===== config.mk =====
export PLATFORM = sky130hd
export DESIGN_NAME = i2c_reg_access
export DESIGN_NICKNAME = d
export VERILOG_FILES = /design/src/rtl/i2c_reg_access.sv
export SDC_FILE = /design/constraint.sdc
export NUM_CORES = 1
export LEC_CHECK = 0
export BUFFER_PORTS_ARGS = -buffer_cell sky130_fd_sc_hd__buf_2
export CORE_MARGIN = 4
export CORE_UTILIZATION = 55
export DETAILED_ROUTE_END_ITERATION = 16
export GPL_TIMING_DRIVEN = 0
export PLACE_DENSITY = 0.82
export SYNTH_ARGS = -nofsm -noshare
export SYNTH_HDL_FRONTEND = slang
export SYNTH_SLANG_ARGS = --single-unit

===== constraint.sdc =====
create_clock -name clk -period 5.08 [get_ports clk]
set_input_delay 0 -clock clk [delete_from_list [all_inputs] [get_ports clk]]
set_output_delay 0 -clock clk [all_outputs]
set_load 0.005 [all_outputs]

===== src/rtl/i2c_reg_access.sv =====
// i2c_reg_access: register-level front end for the byte-level I2C master.
// Turns one register read/write request into a single master transaction,
// checks the request length, times out a hung master, re-packs read data
// and returns one status response per request.
// Optional build macro: I2C_REG_ACCESS_RETRY_EN (retry on address NAK with backoff).
//
// Handshakes: a transfer happens on a request or response channel in the cycle
// where valid && ready are both high at the rising clk edge; valid, once high,
// holds its payload stable until that edge.
module i2c_reg_access #(
   parameter int MAX_DATA_BYTES = 2,
   parameter int XFER_W         = $clog2(MAX_DATA_BYTES + 2),
   parameter int LEN_W          = $clog2(MAX_DATA_BYTES + 1),
   parameter int TIMEOUT_CYCLES = 65535
`ifdef I2C_REG_ACCESS_RETRY_EN
   ,
   parameter int RETRY_COUNT    = 3,
   parameter int BACKOFF_CYCLES = 1024
`endif
) (
   input  logic                            clk,
   input  logic                            rst,
   input  logic                            req_valid,
   output logic                            req_ready,
   input  logic                            req_write,
   input  logic [6:0]                      req_dev_addr,
   input  logic [7:0]                      req_reg_addr,
   input  logic [LEN_W-1:0]                req_len,
   input  logic [8*MAX_DATA_BYTES-1:0]     req_wdata,
   output logic                            rsp_valid,
   input  logic                            rsp_ready,
   output logic [1:0]                      rsp_status,
   output logic [8*MAX_DATA_BYTES-1:0]     rsp_rdata,
   output logic [6:0]                      m_i2c_address,
   output logic [8*(MAX_DATA_BYTES+1)-1:0] m_write_data,
   input  logic [8*(MAX_DATA_BYTES+1)-1:0] m_read_data,
   output logic                            m_start,
   output logic [XFER_W-1:0]               m_write_transfer_length,
   output logic [XFER_W-1:0]               m_read_transfer_length,
   input  logic                            m_busy,
   input  logic                            m_complete,
   input  logic                            m_no_response,
   input  logic [XFER_W-1:0]               m_total_read,
   output logic [2:0]                      o_dbg_state
);

   localparam int TO_W = $clog2(TIMEOUT_CYCLES + 1);

   localparam logic [1:0] ST_OK      = 2'b00;
   localparam logic [1:0] ST_NACK    = 2'b01;
   localparam logic [1:0] ST_TIMEOUT = 2'b10;
   localparam logic [1:0] ST_BADLEN  = 2'b11;

   typedef enum logic [2:0] {
      S_IDLE    = 3'd0,
      S_CHECK   = 3'd1,
      S_ISSUE   = 3'd2,
      S_WAIT    = 3'd3,
      S_EVAL    = 3'd4,
      S_RESP    = 3'd5
`ifdef I2C_REG_ACCESS_RETRY_EN
      ,
      S_BACKOFF = 3'd6
`endif
   } state_t;

   state_t                            r_state;
   state_t                            w_next;
   logic                              r_armed;
   logic                              r_write;
   logic [6:0]                        r_dev;
   logic [7:0]                        r_reg;
   logic [LEN_W-1:0]                  r_len;
   logic [8*MAX_DATA_BYTES-1:0]       r_wdata;
   logic [TO_W-1:0]                   r_to_cnt;
   logic [1:0]                        r_status;
   logic [8*MAX_DATA_BYTES-1:0]       r_rdata;
   logic [6:0]                        r_m_addr;
   logic [8*(MAX_DATA_BYTES+1)-1:0]   r_m_wdata;
   logic [XFER_W-1:0]                 r_m_wlen;
   logic [XFER_W-1:0]                 r_m_rlen;

   logic                              w_handshake;
   logic                              w_badlen;
   logic                              w_timeout;
   logic                              w_eval_ok;
   logic                              w_retry;
   logic [8*MAX_DATA_BYTES-1:0]       w_eval_rdata;
   logic [8*(MAX_DATA_BYTES+1)-1:0]   w_m_wdata;

`ifdef I2C_REG_ACCESS_RETRY_EN
   localparam int AT_W = $clog2(RETRY_COUNT + 1);
   localparam int BO_W = $clog2(BACKOFF_CYCLES + 1);
   logic [AT_W-1:0] r_attempt;
   logic [BO_W-1:0] r_bo_cnt;
   logic            w_bo_done;
   assign w_bo_done = (r_bo_cnt >= BO_W'(BACKOFF_CYCLES - 1));
   assign w_retry   = m_no_response && (r_attempt < AT_W'(RETRY_COUNT));
`else
   assign w_retry   = 1'b0;
`endif

   // r_armed keeps req_ready low while in reset and for the first cycle after it
   assign req_ready   = (r_state == S_IDLE) && !m_busy && r_armed;
   assign w_handshake = req_valid && req_ready;
   assign rsp_valid   = (r_state == S_RESP);
   assign m_start     = (r_state == S_ISSUE);
   assign rsp_status  = r_status;
   assign rsp_rdata   = r_rdata;
   assign m_i2c_address           = r_m_addr;
   assign m_write_data            = r_m_wdata;
   assign m_write_transfer_length = r_m_wlen;
   assign m_read_transfer_length  = r_m_rlen;
   assign o_dbg_state = r_state;

   assign w_badlen  = (r_len > LEN_W'(MAX_DATA_BYTES)) || (!r_write && (r_len == '0));
   assign w_timeout = (r_to_cnt == TO_W'(TIMEOUT_CYCLES - 1));

   // Master write buffer: register address first, then the valid write data bytes
   always_comb begin
      w_m_wdata      = '0;
      w_m_wdata[7:0] = r_reg;
      for (int i = 0; i < MAX_DATA_BYTES; i++) begin
         if (r_write && (i < int'(r_len)))
            w_m_wdata[8*(i+1) +: 8] = r_wdata[8*i +: 8];
      end
   end

   // Completion verdict and byte-reversed, masked read data
   always_comb begin
      w_eval_ok    = 1'b0;
      w_eval_rdata = '0;
      if (m_no_response)
         w_eval_ok = 1'b0;
      else if (r_write)
         w_eval_ok = m_complete;
      else
         w_eval_ok = (m_total_read == XFER_W'(r_len));
      if (w_eval_ok && !r_write) begin
         for (int k = 0; k < MAX_DATA_BYTES; k++) begin
            if (k < int'(r_len))
               w_eval_rdata[8*k +: 8] = m_read_data[8*(int'(r_len) - 1 - k) +: 8];
         end
      end
   end

   // State register
   always_ff @(posedge clk or posedge rst) begin
      if (rst) r_state <= S_IDLE;
      else     r_state <= w_next;
   end

   // Next-state logic
   always_comb begin
      w_next = r_state;
      case (r_state)
         S_IDLE:  if (w_handshake) w_next = S_CHECK;
         S_CHECK: w_next = w_badlen ? S_RESP : S_ISSUE;
         S_ISSUE: w_next = S_WAIT;
         S_WAIT: begin
            if (!m_busy)        w_next = S_EVAL;
            else if (w_timeout) w_next = S_RESP;
         end
`ifdef I2C_REG_ACCESS_RETRY_EN
         S_EVAL:    w_next = w_retry ? S_BACKOFF : S_RESP;
         S_BACKOFF: if (w_bo_done && !m_busy) w_next = S_ISSUE;
`else
         S_EVAL:    w_next = S_RESP;
`endif
         S_RESP:  if (rsp_ready) w_next = S_IDLE;
         default: w_next = S_IDLE;
      endcase
   end

   // Request capture, master inputs, timeout counter and response payload
   always_ff @(posedge clk or posedge rst) begin
      if (rst) begin
         r_armed   <= 1'b0;
         r_write   <= 1'b0;
         r_dev     <= '0;
         r_reg     <= '0;
         r_len     <= '0;
         r_wdata   <= '0;
         r_to_cnt  <= '0;
         r_status  <= '0;
         r_rdata   <= '0;
         r_m_addr  <= '0;
         r_m_wdata <= '0;
         r_m_wlen  <= '0;
         r_m_rlen  <= '0;
`ifdef I2C_REG_ACCESS_RETRY_EN
         r_attempt <= '0;
         r_bo_cnt  <= '0;
`endif
      end else begin
         r_armed <= 1'b1;
         case (r_state)
            S_IDLE: begin
`ifdef I2C_REG_ACCESS_RETRY_EN
               r_attempt <= '0;
`endif
               if (w_handshake) begin
                  r_write <= req_write;
                  r_dev   <= req_dev_addr;
                  r_reg   <= req_reg_addr;
                  r_len   <= req_len;
                  r_wdata <= req_wdata;
               end
            end
            S_CHECK: begin
               if (w_badlen) begin
                  r_status <= ST_BADLEN;
                  r_rdata  <= '0;
               end else begin
                  r_m_addr  <= r_dev;
                  r_m_wdata <= w_m_wdata;
                  r_m_wlen  <= r_write ? (XFER_W'(r_len) + XFER_W'(1)) : XFER_W'(1);
                  r_m_rlen  <= r_write ? '0 : XFER_W'(r_len);
               end
            end
            S_ISSUE: r_to_cnt <= '0;
            S_WAIT: begin
               if (m_busy) begin
                  if (w_timeout) begin
                     r_status <= ST_TIMEOUT;
                     r_rdata  <= '0;
                  end else begin
                     r_to_cnt <= r_to_cnt + TO_W'(1);
                  end
               end
            end
            S_EVAL: begin
               r_status <= w_eval_ok ? ST_OK : ST_NACK;
               r_rdata  <= w_eval_rdata;
`ifdef I2C_REG_ACCESS_RETRY_EN
               if (w_retry) begin
                  r_attempt <= r_attempt + AT_W'(1);
                  r_bo_cnt  <= '0;
               end
`endif
            end
`ifdef I2C_REG_ACCESS_RETRY_EN
            S_BACKOFF: if (!w_bo_done) r_bo_cnt <= r_bo_cnt + BO_W'(1);
`endif
            default: ;
         endcase
      end
   end

endmodule


# After elaboration in Yosys (flattened, before gate mapping)
# Cells that the tools add are included.
op_classes:
  n_addsub: 4
  n_lt_le_gt_ge: 3
  eq_ne: 14
  shifts: 2
  muxes: 27
  bitwise: 1
  n_reduce_logical: 19
ops:
  columns: ["op", "count"]
  rows:
  - ["16-bit 2-to-1 mux", 6]
  - ["16-bit case mux with 3 select lines", 1]
  - ["8-bit 2-to-1 mux", 4]
  - ["16-bit case mux with 2 select lines", 1]
  - ["24-bit by 6-bit indexed part select with 8-bit output", 1]
  - ["24-bit by 7-bit indexed part select with 8-bit output", 1]
  - ["3-bit case mux with 6 select lines", 1]
  - ["16-bit by 1-bit adder with 16-bit output (second input constant)", 1]
  - ["16-bit == test (second input constant)", 1]
  - ["3-bit 2-to-1 mux", 5]
  - ["2-bit 2-to-1 mux", 5]
  - ["2-bit != test (second input constant)", 5]
  - ["1-bit logical AND", 7]
  - ["3-bit by 2-bit == test with 1-bit output (second input constant)", 2]
  - ["3-bit == test (second input constant)", 2]
  - ["2-bit case mux with 3 select lines", 1]
  - ["3-bit AND reduction", 2]
  - ["1-bit by 2-bit < comparator with 1-bit output (first input constant)", 2]
  - ["2-bit AND reduction", 2]
  - ["4-bit AND reduction", 1]
  - ["3-bit by 2-bit subtractor with 4-bit output (second input constant)", 1]
  - ["3-bit by 1-bit == test with 1-bit output (second input constant)", 1]
  - ["3-bit logical NOT", 1]
  - ["1-bit 2-to-1 mux", 3]
  - ["other kinds (12)", 13]
word_totals:
  register_bits: 107
  inputBits: 67
  output_inout_bits: 59
  wordCells: 84

# Logic depth before layout (Yosys ltp)
logic_depth:
  depth_word: 6
  depth_mapped: 11
  depth_no_buf: 6

# Least setup slack after synthesis
# No wires, ideal clock.
synth_timing:
  path_kind: "register -> register"
  from: "reg r_len[0]"
  to: "reg r_status[0], in the netlist rsp_status[0]"
  setup_time_ns: 0.082
  t_arrival_ns: 2.518
  required_time_ns: 4.998
  slack_ns: 2.479
  path_stages_with_launch: 11
  path_buffers: 4
  synth_period_minus_slack_ns: 2.601
  path_cell_list: "dfrtp_1 clkbuf_1 buf_2 buf_2 inv_1 ha_1 nor2b_1 o311ai_0 a2bb2oi_2 buf_2 o22ai_1"
synth_between:
  elab_chain_len: 5
  elab_cells_between_ends: 11
  classes_between: "1 x order compare; 2 x eq/ne; 4 x mux; 4 x reduce/logical"
synth_lines:
  columns: ["item", "line", "source"]
  rows:
  - ["start: declaration", "73", "logic [LEN_W-1:0] r_len;"]
  - ["start signal: assignment", "206", "r_len <= req_len;"]
  - ["2-bit == test or 2-bit logical NOT (tied branches)", "138, 116", null]
  - ["1-bit 2-to-1 mux or 1-bit logical AND (tied branches)", "135, 116", null]
  - ["1-bit 2-to-1 mux or 1-bit logical OR (tied branches)", "133, 116", null]
  - ["1-bit 2-to-1 mux or 2-bit != test (tied branches)", null, null]
  - ["2-bit case mux with 3 select lines or 4-bit AND reduction (tied branches)", null, null]
  - ["end signal: assignment", "233", "r_status <= w_eval_ok ? ST_OK : ST_NACK;"]
  - ["end: declaration", "76", "logic [1:0] r_status;"]
# Several ways; a longest one is shown, not always the timed one.
# A chain may end at the register's enable or synchronous reset.

# Final worst setup path
layout_timing:
  from: "reg r_len[0]"
  to: "reg r_rdata[10], in the netlist rsp_rdata[10]"
layout_between:
  elab_chain_len: 6
  elab_cells_between_ends: 17
  classes_between: "2 x add/sub; 2 x order compare; 2 x eq/ne; 1 x shift; 5 x mux; 5 x reduce/logical"
layout_lines:
  columns: ["item", "line", "source"]
  rows:
  - ["2-bit by 1-bit subtractor with 3-bit output or 2-bit == test (tied branches)", "142, 138", null]
  - ["3-bit by 2-bit subtractor with 4-bit output or 1-bit 2-to-1 mux (tied branches)", "142, 135", null]
  - ["24-bit by 7-bit indexed part select with 8-bit output or 1-bit 2-to-1 mux (tied branches)", "142, 133", null]
  - ["8-bit 2-to-1 mux or 1-bit logical AND (tied branches)", "141, 139", null]
  - ["16-bit 2-to-1 mux", "139", "if (w_eval_ok && !r_write) begin"]
  - ["16-bit case mux with 3 select lines", "197", "case (r_state)"]
  - ["end signal: assignment", "234", "r_rdata <= w_eval_rdata;"]
  - ["end: declaration", "77", "logic [8*MAX_DATA_BYTES-1:0] r_rdata;"]
# Several ways; a longest one is shown, not always the timed one.

==> impl_results.md <==
* Antenna violations before repair at 0
* Power consumption at approximately 0.0031 W
* Average via count per standard cell at between 5 and 6
* Share of synthesized registers carrying an async set or reset at 1.000
* Worst max-slew margin expressed relative to the limit at 0.2508
* First-pass GRT wire length at 21560 µm
* Kind of end point of the critical path: flip-flop
* Core area at around 0.0088 mm²
* Die Span Y at 103.8 µm
* Most numerous cell in the Yosys netlist: sky130_fd_sc_hd__dfrtp_1
* Startpoint Class: flip-flop
* Fill cell instance count of the final layout at 613
* Clock sink total at 107
* Diode count at 0
* Post-synth top area share at 0.5302
* Overall track demand over capacity in global routing at 0.2433
* Maximum level of the CTS H-tree at 3
* CTS clk-pin slew, worst paths at 0.11 ns
* Status: completed
* Max Cap Viol at 0
* # port buffers at about 130
* Achievable Freq at 312.6 MHz
* Pwr Density at 479.8 mW/mm²
* Synthesized flop and latch total at about 110
* Hold Path End: rsp_rdata[5]
* Total Negative Setup Slacks at 0 ns
* Post-Place Cells at approximately 690
* Placer congestion estimate at 0.9317
* Design area at approximately 0.0065 mm²
* Worst IR drop on VDD at between 0.0002 and 0.0003 V
* Cell family with the largest share of critical-path delay: buffers and inverters
* Net count, final at 710
* Post-route insts no fill at between 700 and 800
* Final setup viols at 0
* Cell repeated most along the worst path: sky130_fd_sc_hd__buf_2
* Number of warnings issued by yosys at 0
* Pin count of the biggest net entering global routing at 66
* Routed WL at about 13000 µm
* Number of pins exceeding their max-slew limit in the final report at 0
* Hold violation count in the final report at 0
* Worst R2R End: rsp_rdata[10]
* Initial DRC Count at about 240
* Most frequent cells after synthesis: 107 x sky130_fd_sc_hd__dfrtp_1, 55 x sky130_fd_sc_hd__mux2_2, 43 x sky130_fd_sc_hd__inv_1
* Critical Path, Cell by Cell: clkbuf_1, buf_2, buf_2, inv_1, ha_1, nor2b_1, o311ai_0, a2bb2oi_2, buf_2, o21ai_0
* Worst Hold Class: in -> reg
* Die X at slightly above 100 µm
* Launch instance of the worst register-to-register path: r_len[0]
* Cell type with the largest total area after synthesis: sky130_fd_sc_hd__dfrtp_1
* Layout Area Growth over Synthesis at 28.79%
* Met1 layer wirelength in the final routing at between 5000 and 6000 µm
* DP Area at between 0.005 and 0.006 mm²
* Share of cells above drive strength 1 at 0.3499
* R2R Setup Slk at ~1.9 ns
* Number of flip-flops in the largest register at 24
* Hold path startpoint: m_read_data[21]
* DPL Wire Length at a little under 9000 µm
* Floorplan die area at 0.01078 mm²
* Total length of routed met3 wires at between 800 and 900 µm
* Worst-path cell with the longest stage delay: sky130_fd_sc_hd__o311ai_0
* Worst-Margin Slew at between 1 and 1.5 ns
* Post-synth design cell area at a little over 0.005 mm²
* Top Ports at 126
* CP Data Arrival Time at between 3 and 4 ns
* Final min period at roughly 3.2 ns
* Worst Hold Path Cells at 4
* Clk_skew at 0.01568 ns
* Unrepaired setup endpoints after global routing: false
* Root buffer cell: sky130_fd_sc_hd__clkbuf_8
* Starting Density at 0.5707
* Leakage power total at roughly 3.1 nW
* Number of buffer and inverter stages on the critical path at 5
* Final hold slack at roughly 0.021 ns
* Logic depth of the worst register-to-register path at 10
* Most common flop cell mapped by yosys: sky130_fd_sc_hd__dfrtp_1
* Worst-skew pair later-pin latency at 0.37 ns
* Drt drc at 0
* Synth area leaders: sky130_fd_sc_hd__dfrtp_1 53%, sky130_fd_sc_hd__mux2_2 12%, sky130_fd_sc_hd__o21ai_0 4.0%
* Rows at 34
* Avg WL per Cell at roughly 17 µm
* Number of instances in the synthesized netlist at 454
* Required time reported for the critical path endpoint at roughly 5.4 ns
* Via count of the routed design at 4224
* Sequential fraction of the synthesis area at 0.5302
* CTS-repair resized insts at 0
* Vias in the first global route at 4385
* Area of combinational cells with multiple inputs at ~0.0021 mm²
* Register cell area after layout at around 0.0027 mm²
* Number of iterations in the first detailed-routing pass at 5
* Number of enable-type register cells in the synthesized netlist at 0
* Antenna viol nets, final at 0
* Number of buffers between clock root and the deepest sink at 2
* Final period util at 0.6297
* Largest stage delay on the critical path at between 0.6 and 0.7 ns
* Startpoint-to-endpoint class of the critical path: reg -> reg
* Total grt overflow at 0
* TritonCTS clock tree: yes
* Met2 routed WL at ~6400 µm
* Post-Syn Area per Cell at 11.12 µm²
* Largest fanout on the critical path at 10
* Count of cell types in the netlist at a little under 50
* Number of nets produced by synthesis at 526
* Uppermost signal routing layer after detailed routing: met4
* Clock buffer count from CTS at 9
==> metal layers <==
layer	track usage	vias to the layer above
met4	0.06363	0
met1	0.3026	2091
met5	0	-
met3	0.06281	16
met2	0.4229	147
li1	-	1970
==> layout by cell type (no fill, tap or decap), types with 7 or more instances in the layout <==
master,count
sky130_fd_sc_hd__buf_2,137
sky130_fd_sc_hd__nor2_1,7
sky130_fd_sc_hd__o31ai_1,9
sky130_fd_sc_hd__clkbuf_1,11
sky130_fd_sc_hd__dfrtp_1,107
sky130_fd_sc_hd__mux2i_1,16
sky130_fd_sc_hd__o2bb2ai_1,10
sky130_fd_sc_hd__mux2_2,55
sky130_fd_sc_hd__dlygate4sd3_1,47
sky130_fd_sc_hd__a21oi_1,10
sky130_fd_sc_hd__o21ai_0,40
sky130_fd_sc_hd__nand2_1,31
sky130_fd_sc_hd__clkbuf_8,9
sky130_fd_sc_hd__or4_1,8
sky130_fd_sc_hd__nand3_1,24
sky130_fd_sc_hd__inv_1,42
==> worst max path at each step <==
stage | slack [ns] | from | cells after the start | to
after global routing | 1.59 | r_len[0] | 10 | rsp_rdata[10]
after floorplan | 2.26 | rst | 1 | m_i2c_address[0]
after CTS | 1.86 | r_len[0] | 10 | rsp_rdata[10]
after global placement | 1.22 | rst | 2 | m_write_data[4]
final | 1.88 | r_len[0] | 10 | rsp_rdata[10]
after detailed placement | 1.89 | r_len[0] | 10 | rsp_rdata[10]
==> per-stage QoR <==
stage                     worst slack, ns  utilization
after detailed placement            1.889       0.6601
after global routing                1.591       0.7350
after global placement              1.216       0.6567
final                               1.881       0.7350
after floorplan                     2.263            -
after CTS                           1.859       0.7350
==> tightest hold or removal path, stage by stage <==
cell and delay (ns):
sky130_fd_sc_hd__buf_2 0.09, sky130_fd_sc_hd__a22o_1 0.13, sky130_fd_sc_hd__nand2_1 0.05, sky130_fd_sc_hd__o21ai_0 0.07
==> power by group <==
group	switching, W	total [W]	internal (W)
registers	0.000170	0.00132	0.00115
logic	0.000678	0.00129	0.000611
clock network	0.000321	0.000516	0.000195
total	0.00117	0.00312	0.00195
==> logic make-up after synthesis <==
logic type / Yosys count / synth area share
xor gates and xnor gates: 2 / 0.003469
adders and majority gates: 5 / 0.01239
and+or+nand+nor: 114 / 0.1353
AOI/OAI and AO/OA: 86 / 0.1070
muxes: 71 / 0.1544
buffers and inverters: 68 / 0.05649
other: 1 / 0.0007426
DFF: 107 / 0.5302
==> what timing repair did <==
| action | CTS | global route |
|---|---|---|
| hold buffers | 47 | 0 |
| endpoints found under the hold margin | 89 | 0 |
| setup buffers | 0 | 0 |
==> layout make-up <==
cell class | instances | share of cell area
repair buffers | 173 | 0.1728
inverters | 43 | 0.02520
flip-flops and latches | 107 | 0.4117
plain buffers | 25 | 0.01905
multi-input cells | 279 | 0.3209
well taps | 108 | 0.02078
clock inverters | 6 | 0.01000
clock buffers | 10 | 0.01962
No activity file was read; power rests on OpenSTA's default activity.
